--- src/rtl/mmio_uart_tx.sv ---
// Memory-mapped 8N1 UART transmitter; store-to-start-bit latency 1 clock, frames contiguous.
// Stores to a full FIFO are dropped and flagged in sticky STATUS.overflow unless a pop frees a slot on that edge.
module mmio_uart_tx #(
    parameter int                   BUS_WIDTH   = 32,
    parameter logic [BUS_WIDTH-1:0] BASE_ADDR   = 'h0000_1000,
    parameter int                   FIFO_DEPTH  = 4,
    parameter logic [15:0]          DEFAULT_DIV = 16'd3
) (
    input  logic                 clk,
    input  logic                 reset,
    input  logic [BUS_WIDTH-1:0] addr,
    input  logic                 wr,
    input  logic [BUS_WIDTH-1:0] wdata,
    output logic [BUS_WIDTH-1:0] rdata,
    output logic                 tx
);

    localparam int PW = $clog2(FIFO_DEPTH);
    localparam int CW = PW + 1;

    typedef enum logic [1:0] {IDLE, START, DATA, STOP} state_e;

    state_e        state_q;
    logic [15:0]   bitcnt_q;
    logic [2:0]    bitidx_q;
    logic [7:0]    shift_q;
    logic          tx_q;

    logic [7:0]    fifo_q [FIFO_DEPTH];
    logic [PW-1:0] wr_ptr_q, wr_ptr_d;
    logic [PW-1:0] rd_ptr_q, rd_ptr_d;
    logic [CW-1:0] cnt_q, cnt_d;
    logic          ovf_q, ovf_d;
    logic [15:0]   baud_q, baud_d;

    logic          sel;
    logic [1:0]    off;
    logic          push_req, push_ok, pop, bit_end;
    logic          full, empty, busy;
    logic [4:0]    cnt5;
    logic [7:0]    head;
    logic          unused_bits;

    assign sel      = (addr[BUS_WIDTH-1:4] == BASE_ADDR[BUS_WIDTH-1:4]);
    assign off      = addr[3:2];
    assign bit_end  = (bitcnt_q == 16'd0);
    assign full     = (cnt_q == CW'(FIFO_DEPTH));
    assign empty    = (cnt_q == '0);
    assign busy     = (state_q != IDLE);
    assign cnt5     = 5'(cnt_q);
    assign head     = fifo_q[rd_ptr_q];
    assign tx       = tx_q;

    // The FSM takes the head either from IDLE or at the end of a stop bit.
    assign pop      = !empty && (state_q == IDLE || (state_q == STOP && bit_end));
    assign push_req = wr && sel && (off == 2'd0);
    assign push_ok  = push_req && (!full || pop);

    assign unused_bits = &{1'b0, addr[1:0], wdata[BUS_WIDTH-1:16]};

    always_comb begin
        wr_ptr_d = push_ok ? wr_ptr_q + 1'b1 : wr_ptr_q;
        rd_ptr_d = pop ? rd_ptr_q + 1'b1 : rd_ptr_q;
        cnt_d    = cnt_q;
        case ({push_ok, pop})
            2'b10:   cnt_d = cnt_q + 1'b1;
            2'b01:   cnt_d = cnt_q - 1'b1;
            default: cnt_d = cnt_q;
        endcase
        ovf_d = ovf_q;
        if (push_req && !push_ok)
            ovf_d = 1'b1;
        else if (wr && sel && off == 2'd1 && wdata[3])
            ovf_d = 1'b0;
        baud_d = (wr && sel && off == 2'd2) ? wdata[15:0] : baud_q;
    end

    always_ff @(posedge clk or negedge reset) begin
        if (!reset) begin
            wr_ptr_q <= '0;
            rd_ptr_q <= '0;
            cnt_q    <= '0;
            ovf_q    <= 1'b0;
            baud_q   <= DEFAULT_DIV;
        end else begin
            wr_ptr_q <= wr_ptr_d;
            rd_ptr_q <= rd_ptr_d;
            cnt_q    <= cnt_d;
            ovf_q    <= ovf_d;
            baud_q   <= baud_d;
        end
    end

    always_ff @(posedge clk) begin
        if (push_ok)
            fifo_q[wr_ptr_q] <= wdata[7:0];
    end

    // tx_q is loaded with the level of the bit being entered, so the line is glitch-free.
    always_ff @(posedge clk or negedge reset) begin
        if (!reset) begin
            state_q  <= IDLE;
            bitcnt_q <= '0;
            bitidx_q <= '0;
            shift_q  <= '0;
            tx_q     <= 1'b1;
        end else begin
            case (state_q)
                IDLE: begin
                    if (pop) begin
                        shift_q  <= head;
                        bitcnt_q <= baud_q;
                        state_q  <= START;
                        tx_q     <= 1'b0;
                    end
                end
                START: begin
                    if (bit_end) begin
                        bitcnt_q <= baud_q;
                        bitidx_q <= 3'd0;
                        state_q  <= DATA;
                        tx_q     <= shift_q[0];
                    end else begin
                        bitcnt_q <= bitcnt_q - 1'b1;
                    end
                end
                DATA: begin
                    if (bit_end) begin
                        bitcnt_q <= baud_q;
                        if (bitidx_q == 3'd7) begin
                            state_q <= STOP;
                            tx_q    <= 1'b1;
                        end else begin
                            shift_q  <= shift_q >> 1;
                            bitidx_q <= bitidx_q + 1'b1;
                            tx_q     <= shift_q[1];
                        end
                    end else begin
                        bitcnt_q <= bitcnt_q - 1'b1;
                    end
                end
                STOP: begin
                    if (bit_end) begin
                        bitcnt_q <= baud_q;
                        if (pop) begin
                            shift_q <= head;
                            state_q <= START;
                            tx_q    <= 1'b0;
                        end else begin
                            state_q <= IDLE;
                            tx_q    <= 1'b1;
                        end
                    end else begin
                        bitcnt_q <= bitcnt_q - 1'b1;
                    end
                end
                default: begin
                    state_q <= IDLE;
                    tx_q    <= 1'b1;
                end
            endcase
        end
    end

    always_comb begin
        rdata = '0;
        if (sel) begin
            case (off)
                2'd1: begin
                    rdata[0]   = full;
                    rdata[1]   = empty;
                    rdata[2]   = busy;
                    rdata[3]   = ovf_q;
                    rdata[8:4] = cnt5;
                end
                2'd2:    rdata[15:0] = baud_q;
                default: rdata = '0;
            endcase
        end
    end

endmodule

--- config.mk ---
export PLATFORM = sky130hd
export DESIGN_NAME = mmio_uart_tx
export DESIGN_NICKNAME = d
export VERILOG_FILES = /design/src/rtl/mmio_uart_tx.sv
export SDC_FILE = /design/constraint.sdc
export NUM_CORES = 1
export LEC_CHECK = 0
export ABC_CLOCK_PERIOD_IN_PS = 4400
export CELL_PAD_IN_SITES_DETAIL_PLACEMENT = 1
export CELL_PAD_IN_SITES_GLOBAL_PLACEMENT = 1
export CORE_UTILIZATION = 43
export CTS_CLUSTER_SIZE = 12
export DETAILED_ROUTE_END_ITERATION = 8
export PLACE_DENSITY_LB_ADDON = 0.1
export SETUP_SLACK_MARGIN = 0.4
export SLEW_MARGIN = 20
export SYNTH_ARGS = -nofsm -noshare
export SYNTH_HDL_FRONTEND = slang
export SYNTH_SLANG_ARGS = --single-unit
export TNS_END_PERCENT = 1
--- constraint.sdc ---
create_clock -name clk -period 4.4 [get_ports clk]
set_input_delay 0.44 -clock clk [delete_from_list [all_inputs] [get_ports clk]]
set_output_delay 0.44 -clock clk [all_outputs]
set_load 0.005 [all_outputs]
==> results.toml <==
[synthesis]
synth_area_leaders = "dfrtp_1 28%, edfxtp_1 21%, ha_1 4.1%"
yosysUniqueCellTypes = 63
synth-warning-count = 0
syn_area_per_cell_um2 = 11.4
ys_ff_latch = 86
netlist_instances = 403
async_reset_ff_frac = 0.628
yosys.area.top_type = "dfrtp_1"
ys_seq_area_frac = 0.504
synth-edff-count = 32
netlist_area_mm2 = 0.00460
yosys.area.top_type_share = 0.277
synth_ff_type = "dfrtp_1"

[timing]
period_needed_ns = 3.47
slew_violations = 0
finalCritPeriodShare = 0.788
whs_ns = 0.0299
worstMarginPinSlew_ns = 0.831
fin_tns_setup_ns = 0
rsz0062_at_grt = "false"
relSlewSlack = 0.445
clock_skew_ns = 0.00936
final-setup-viol-count = 0
timing.final.hold_violations = 0
max_freq_mhz = 288

[job]
drv_cap = 0

[final_layout]
n_antenna_cell = 0
final_cell_mix = "64 x clkdlybuf4s50_1, 51 x dfrtp_1, 32 x nor2_1, 32 x edfxtp_1, 28 x inv_1"
fill_cells = 1123
mostFrequentLayoutCell = "clkdlybuf4s50_1"
stdcell_count = 604
multi_input_area_mm2 = 0.00203
area_delta_synth_final_pct = 19.8
register_area_mm2 = 0.00232
layout.nets = 546
drive_above_1_share = 0.154

[die]
num_rows = 37
dieArea_mm2 = 0.0111
start_util = 0.444
die_h_um = 105
die_w_um = 105
core_area_mm2 = 0.0104
io_pins = 100

[clocking]
clock_latency_ns = 0.37
post_cts_resize_count = 0
cts.clk_slew.worst_paths_ns = 0.08
cts_root_buf = "clkbuf_8"
numCtsBuffers = 9
post_cts_buffers = 0
clock_path_buffers = 2
clock-sinks = 86
htree_levels = 3
hold_buffers = 0
tritoncts = "done"

[routing]
drt_pass1_iterations = 4
wl_per_cell_um = 18.2
drt_iter0_drc = 129
vias = 3254
viasPerCell = 5.39
drc = 0
wl_mm = 11.0
final_antenna_net_count = 0

[worst_setup_path]
start_kind = "primary input"
worstSetupEndpointType = "output pin"
worstPathMaxFanout = 14
path_class = "in -> out"
critPathRequiredTime_ns = 3.96
arrival_ns = 3.03

[pwr]
powerDensity_mw_per_mm2 = 313
ir_drop_uv = 166
leakagePower_uw = 0.00228

[place]
place_inst = 588
dpl.hpwl_mm = 8.08
port_buffers = 65
place_congestion = 0.741

[global_route]
grt_max_degree = 35
grt_use_met1 = 0.282
grt_pass1_wl_mm = 18.1
grt.busiest_layer = "met2"
grt_overflow_total = 0
grt_usage = 0.215
use_met3 = 0.0377
grt_pass1_vias = 3557
antenna_found_initial = 0
met2_usage = 0.355

[run_status]
outcome = "finished, final reports clean"

[hold_path]
holdCritPathClass = "in -> async"
Yosys cell counts, drive strengths merged, types with 2 or more instances:
library cell and instances:
edfxtp 32, dfrtp 51, a22o 2, a32oi 2, mux4 8, buf 23
or4 2, nand4 5, and4 2, nor3 9, a31o 3, xnor2 3
nand2 20, mux2i 4, o21a 2, nor4 9, inv 28, and3 10
ha 15, o31ai 2, a31oi 4, a22oi 9, xor2 2, nor3b 2
o21ai 31, a21oi 22, nand3 9, dfstp 3, clkbuf 10, mux2 18
and2 6, nor2 33, o22ai 10
worst max-delay path: stages:
cell and delay, ns:
clkdlybuf4s50_1 0.40, nor4_1 0.32, nand4_1 0.25, nor3_4 0.54
nand2_1 0.30, nor2_1 0.23, clkdlybuf4s50_1 0.53
cell type report:
class / instances / area share
Clock inverter: 4 / 0.0141
Multi-Input combinational cell: 271 / 0.368
Clock buffer: 12 / 0.0281
Sequential cell: 86 / 0.420
Timing Repair Buffer: 67 / 0.120
Inverter: 28 / 0.0191
Tap cell: 136 / 0.0309
state kept, by name (all words and copies together), names as in the netlist:
register	flops
baud_q	16
bitcnt_q	16
bitidx_q	3
cnt_q	3
fifo_q	32
ovf_q	1
rd_ptr_q	2
shift_q	8
state_q	2
tx	1
wr_ptr_q	2
path summary, 6_finish.rpt:
path                                               from                     end  slack [ns]  cells after the start
worst max-delay path                            addr[6]                rdata[0]        0.93                      7
worst min-delay path                              reset  shift_q[4]$_DFFE_PN0P_        0.03                      1
worst max register to register  bitcnt_q[0]$_DFFE_PN0P_    cnt_q[2]$_DFFE_PN0P_        1.01                      9
worst min register to register           tx$_DFFE_PN1P_          tx$_DFFE_PN1P_        0.49                      2
max in group asynchronous                         reset   baud_q[0]$_DFFE_PN1P_        3.48                      2
min in group clk                         tx$_DFFE_PN1P_          tx$_DFFE_PN1P_        0.49                      2
per-layer routing:
layer | part of all wire | vias to the layer above
met5 | 0 | -
met4 | 0.016 | 0
met3 | 0.038 | 15
met2 | 0.47 | 82
met1 | 0.47 | 1605
li1 | - | 1552
per-stage QoR:
| stage | power, uW | area [um2] | utilization | setup slack, ns |
|---|---|---|---|---|
| finish | 1730 | 5510 | 0.531 | 0.933 |
| global route | 1800 | 5510 | 0.531 | 0.712 |
| CTS | 1740 | 5510 | 0.531 | 0.883 |
| detailed placement | 1100 | 5280 | 0.509 | 0.888 |
| global placement | 1090 | 5280 | 0.509 | 0.970 |
| floorplan | 1020 | 4660 | - | 1.99 |
kinds of logic after synthesis:
family | Yosys count | share of synthesized area
AO/OA/AOI/OAI | 94 | 0.136
XOR/XNOR | 5 | 0.00952
adder cells (fa/ha/maj) | 16 | 0.0452
buffers and inverters | 61 | 0.0680
flip-flops | 86 | 0.504
multiplexers | 30 | 0.0944
other | 1 | 0.000815
AND/OR/NAND/NOR | 110 | 0.143
report_power, final:
group / switching [uW] / internal, uW
sequential: 17.4 / 861
clock: 290 / 354
combinational: 112 / 91.1
(Power assumes the default switching activity.)
==> patch 1, RTL diff (config.mk and constraints unchanged) <==
Register the input `wdata` before use, cleared by the reset. The logic sees it one clock later. The other inputs are not delayed to match.
--- a/src/rtl/mmio_uart_tx.sv
+++ b/src/rtl/mmio_uart_tx.sv
@@ -19,6 +19,16 @@
     localparam int CW = PW + 1;
 
     typedef enum logic [1:0] {IDLE, START, DATA, STOP} state_e;
+
+    logic [BUS_WIDTH-1:0] wdata_q;
+
+    always_ff @(posedge clk or negedge reset) begin
+        if (!reset) begin
+            wdata_q <= '0;
+        end else begin
+            wdata_q <= wdata;
+        end
+    end
 
     state_e        state_q;
     logic [15:0]   bitcnt_q;
@@ -56,7 +66,7 @@
     assign push_req = wr && sel && (off == 2'd0);
     assign push_ok  = push_req && (!full || pop);
 
-    assign unused_bits = &{1'b0, addr[1:0], wdata[BUS_WIDTH-1:16]};
+    assign unused_bits = &{1'b0, addr[1:0], wdata_q[BUS_WIDTH-1:16]};
 
     always_comb begin
         wr_ptr_d = push_ok ? wr_ptr_q + 1'b1 : wr_ptr_q;
@@ -70,9 +80,9 @@
         ovf_d = ovf_q;
         if (push_req && !push_ok)
             ovf_d = 1'b1;
-        else if (wr && sel && off == 2'd1 && wdata[3])
+        else if (wr && sel && off == 2'd1 && wdata_q[3])
             ovf_d = 1'b0;
-        baud_d = (wr && sel && off == 2'd2) ? wdata[15:0] : baud_q;
+        baud_d = (wr && sel && off == 2'd2) ? wdata_q[15:0] : baud_q;
     end
 
     always_ff @(posedge clk or negedge reset) begin
@@ -93,7 +103,7 @@
 
     always_ff @(posedge clk) begin
         if (push_ok)
-            fifo_q[wr_ptr_q] <= wdata[7:0];
+            fifo_q[wr_ptr_q] <= wdata_q[7:0];
     end
 
     // tx_q is loaded with the level of the bit being entered, so the line is glitch-free.
Function: changed (a bounded check fails within 4 cycles, from zero or initial values and one cycle with reset low).
==> patch 1 against the original RTL <==
  * Core utilization is 0.58 points higher
  * Area after synthesis is 7.6% higher
  * Largest cell class unchanged
  * Routed wire length is 2.4% higher
  * Sequential cell count is 16 higher
  * Sequential share of layout area is 3.8 points higher
  * Total power is 14% higher
  * Global-route usage is 0.28 points lower
  * Register-to-register slack better by 0.30 ns
  * Setup slack worse by 0.039 ns
  * Final area is 7.5% higher
  * Highest routed layer unchanged
  * Clock skew is 0.0015 ns higher
  * Via count is 5.2% higher
==> patch 1: results (changes against the original RTL) <==
[sta]
hold_ws_ns=0.103  ; was 0.0299 ns
tightest_slew_ns=0.909  ; was 0.831 ns
skew_ns=0.0109  ; was 0.00936 ns

[route]
dr_wl_met2_um=5330  ; was 5190 um
wl_met3_um=564  ; was 420 um
first_iter_violations=120  ; was 129
vias_per_cell=5.58  ; was 5.39
met1Wirelength_um=5290  ; was 5210 um
routed_wl_um=11300  ; was 11,000 um

[yosys]
muxShareOfSynthArea=0.108  ; was 0.0944
synthAdderAreaFrac=0.0420  ; was 0.0452
yosysSeqAreaShare=0.549  ; was 0.504
synth-compound-area-share=0.112  ; was 0.136
synth_edf_count=32  ; unchanged
ys_types=59  ; was 63
synth_xor_xnor_area_share=0.00885  ; was 0.00952
netlist_top_cells_area=dfrtp_1 (34%), edfxtp_1 (19%), mux2_2 (6.4%)  ; was dfrtp_1 (28%), edfxtp_1 (21%), ha_1 (4.1%)
synth-async-reset-ratio=0.686  ; was 0.628
synth_common_cells=dfrtp_1 (67), edfxtp_1 (32), mux2_2 (28), o21ai_0 (28), nor2_1 (26)  ; was dfrtp_1 (51), edfxtp_1 (32), nor2_1 (32)

[cts]
h-tree-depth=3  ; unchanged
clock_path_buffers=2  ; unchanged
cts_root_buf=clkbuf_16  ; was clkbuf_8
clk_latency_ns=0.35  ; was 0.37 ns

[placed_design]
dp.cells=597  ; was 588
post-dp-hpwl_um=8240  ; was 8080 um
place.gp.congestion=0.751  ; was 0.741
place_area_um2=5640  ; was 5280 um^2

[critical_path]
worstPathMaxFanout=16  ; was 14
cp.arrival_ns=3.07  ; was 3.03 ns
r2r_slack_ns=1.31  ; was 1.01 ns

[power]
pwr-share-clk=0.386  ; was 0.373
peakVddDrop_mv=0.293  ; was 0.166 mV
pwr-share-seq=0.527  ; was 0.509
p_leak_nw=2.41  ; was 2.28 nW
switching_share=0.236  ; was 0.243

[global_route]
grtUsageMet3=0.0569  ; was 0.0377
grtUsageTotal=0.212  ; was 0.215
grt_util_met1=0.283  ; was 0.282
grt_pass1_vias=3651  ; was 3,557
use_met2=0.348  ; was 0.355
grt_pass1_wl_um=18900  ; was 18,100 um
grt_max_degree=45  ; was 35

[layout]
nFillCells=1131  ; was 1,123
nets=551  ; was 546
drive_gt1_frac=0.152  ; was 0.154

[outcome]
status=finished, final reports clean  ; unchanged

-- patch 1: cell count changes in the layout (fill, tap and decap cells not counted), moves of 4 or more --
| cell | delta |
|---|---|
| clkbuf_8 | -11 |
| nor4_1 | +5 |
| inv_1 | -11 |
| a21oi_1 | -4 |
| o22ai_1 | -9 |
| clkbuf_16 | +9 |
| dfrtp_1 | +16 |
| mux2_2 | +13 |
| nor2_1 | -7 |
-- patch 1: final timing paths --
check / start / end / depth (start not counted)
worst max-delay path: addr[6] / rdata[5] / 7
worst min-delay path: reset / wdata_q[4]$_DFF_PN0_ / 1
worst max register to register: bitcnt_q[0]$_DFFE_PN0P_ / fifo_q[2][5]$_DFFE_PP_ / 7
worst min register to register: wdata_q[12]$_DFF_PN0_ / baud_q[12]$_DFFE_PN0P_ / 1
max in group asynchronous: reset / ovf_q$_DFFE_PN0P_ / 2
min in group clk: wdata_q[12]$_DFF_PN0_ / baud_q[12]$_DFFE_PN0P_ / 1
-- patch 1: cell type report --
class | count | area [um^2] | area share
Inverter | 17 | 63.8 | 0.0108
Clock inverter | 6 | 52.6 | 0.00887
Multi-Input combinational cell | 270 | 2020 | 0.341
Timing Repair Buffer | 68 | 671 | 0.113
Tap cell | 140 | 175 | 0.0296
Clock buffer | 10 | 229 | 0.0386
Sequential cell | 102 | 2720 | 0.458
-- patch 1: critical path, stage by stage --
cell and delay, ns:
clkdlybuf4s50_1 0.40, nor4_1 0.30, nand4_1 0.13, nor2_1 0.72, nand2_1 0.32, nor2_1 0.21, clkdlybuf4s50_1 0.55
-- patch 1: through the flow --
step / total power [W] / setup WS, ns
after floorplan: 0.00115 / 1.85
after global placement: 0.00122 / 0.950
after detailed placement: 0.00123 / 0.887
after CTS: 0.00198 / 0.877
after global routing: 0.00204 / 0.707
final: 0.00197 / 0.893
==> patch 2, RTL diff (same flow settings) <==
Made on the original files. Change the parameter `FIFO_DEPTH` from 4 to 2.
--- a/src/rtl/mmio_uart_tx.sv
+++ b/src/rtl/mmio_uart_tx.sv
@@ -3,7 +3,7 @@
 module mmio_uart_tx #(
     parameter int                   BUS_WIDTH   = 32,
     parameter logic [BUS_WIDTH-1:0] BASE_ADDR   = 'h0000_1000,
-    parameter int                   FIFO_DEPTH  = 4,
+    parameter int                   FIFO_DEPTH  = 2,
     parameter logic [15:0]          DEFAULT_DIV = 16'd3
 ) (
     input  logic                 clk,
Formal check against the unedited RTL: not equivalent (a bounded check fails within 4 cycles, from zero or initial values and one cycle with reset low).
==> patch 2 against the original RTL <==
  * Final cell count decreased by 12%
  * Final area fell by 16%
  * Area after synthesis down 18%
  * Sequential cell count shrank 19
  * Routed wire length fell by 9.9%
  * First-iteration DRC count shrank 11%
  * Setup slack gained 0.21 ns
  * Highest routed layer unchanged
Power is not compared: it rests on default switching activity, and its combinational part moved more than twofold at a synthesized area within 25%.
==> patch 2: results (changes against the original RTL) <==
[yosys]
yosysSeqAreaShare=0.465  ; was 0.504
synth_common_cells=dfrtp_1 (48), nand2_1 (27), nor2_1 (24)  ; was dfrtp_1 (51), edfxtp_1 (32), nor2_1 (32)
synth_edf_count=16  ; was 32
ys_types=62  ; was 63
synth-async-reset-ratio=0.761  ; was 0.628
netlist_top_cells_area=dfrtp_1 (32%), edfxtp_1 (13%), mux2_2 (5.4%)  ; was dfrtp_1 (28%), edfxtp_1 (21%), ha_1 (4.1%)

[global_route]
grt_util_met1=0.331  ; was 0.282
grtUsageMet3=0.0427  ; was 0.0377
grtUsageTotal=0.241  ; was 0.215
use_met2=0.383  ; was 0.355
grt_pass1_vias=3183  ; was 3,557
grt_max_degree=52  ; was 35

[worst_hold_path]
hold_path.class=input pin to asynchronous set/reset pin  ; unchanged

[sta]
skew_ns=0.0139  ; was 0.00936 ns
tightest_slew_ns=0.978  ; was 0.831 ns

[outcome]
status=finished, final reports clean  ; unchanged

[route]
first_iter_violations=115  ; was 129
wl_met3_um=424  ; was 420 um
routed_wl_um=9900  ; was 11,000 um
vias=3093  ; was 3,254
met1Wirelength_um=4690  ; was 5210 um

[critical_path]
critPathKind=register to register  ; was input pin to primary output
r2r_slack_ns=1.14  ; was 1.01 ns
worstRegToRegCells=7  ; was 9
worstPathMaxFanout=8  ; was 14
reg2reg_from=bitcnt_q[1]$_DFFE_PN0P_  ; was bitcnt_q[0]$_DFFE_PN0P_
cp-endpoint=fifo_q[0][0]$_DFFE_PP_  ; was rdata[0]
max_stage_delay_ns=0.59  ; was 0.54 ns
cp.arrival_ns=3.24  ; was 3.03 ns

[layout]
nets=502  ; was 546

[placed_design]
place.gp.congestion=0.808  ; was 0.741
post-dp-hpwl_um=7150  ; was 8080 um

[cts]
clk_latency_ns=0.35  ; was 0.37 ns

-- patch 2: cell types whose count changed in the layout (fill, tap and decap cells not counted), moves of 6 or more --
cell / unedited run / this run
a21oi_1: 21 / 8
and2_1: 6 / 0
edfxtp_1: 32 / 16
inv_1: 28 / 12
mux2_1: 0 / 8
mux2i_1: 4 / 13
mux4_2: 8 / 0
nand2_1: 18 / 27
nand3_1: 7 / 19
nor2_1: 32 / 24
nor4_1: 6 / 12
o21ai_0: 26 / 17
o22ai_1: 9 / 0
-- patch 2: kinds of logic (layout without fill, tap and decap cells) --
logic type	after synthesis	after routing	synth area share
DFF	67	67	0.465
and+or+nand+nor	123	123	0.172
other	1	16	0.000991
muxes	39	39	0.112
buffers and inverters	45	97	0.0671
xor gates and xnor gates	3	3	0.00694
AOI/OAI and AO/OA	73	73	0.140
adders and majority gates	11	11	0.0364
-- patch 2: stage by stage --
stage | hold slack [ns] | instance area, um^2 | setup slack [ns] | instances | total power, W
2_1_floorplan | 0.144 | 3840 | 1.88 | 377 | 0.00108
3_3_place_gp | 0.475 | 4440 | 1.20 | 518 | 0.00120
3_5_place_dp | 0.481 | 4440 | 1.17 | 518 | 0.00123
4_1_cts | 0.225 | 4620 | 1.13 | 534 | 0.00173
5_1_grt | 0.260 | 4620 | 0.840 | 534 | 0.00181
6_report | 0.191 | 4620 | 1.14 | 534 | 0.00172
-- patch 2: area by class of cell --
| type | count | area (um^2) |
|---|---|---|
| flip-flops and latches | 67 | 1760 |
| multi-input cells | 265 | 1830 |
| fillers | 938 | 3760 |
| clock inverters | 3 | 42.5 |
| repair buffers | 68 | 668 |
| clock buffers | 13 | 139 |
| inverters | 13 | 48.8 |
| well taps | 105 | 131 |
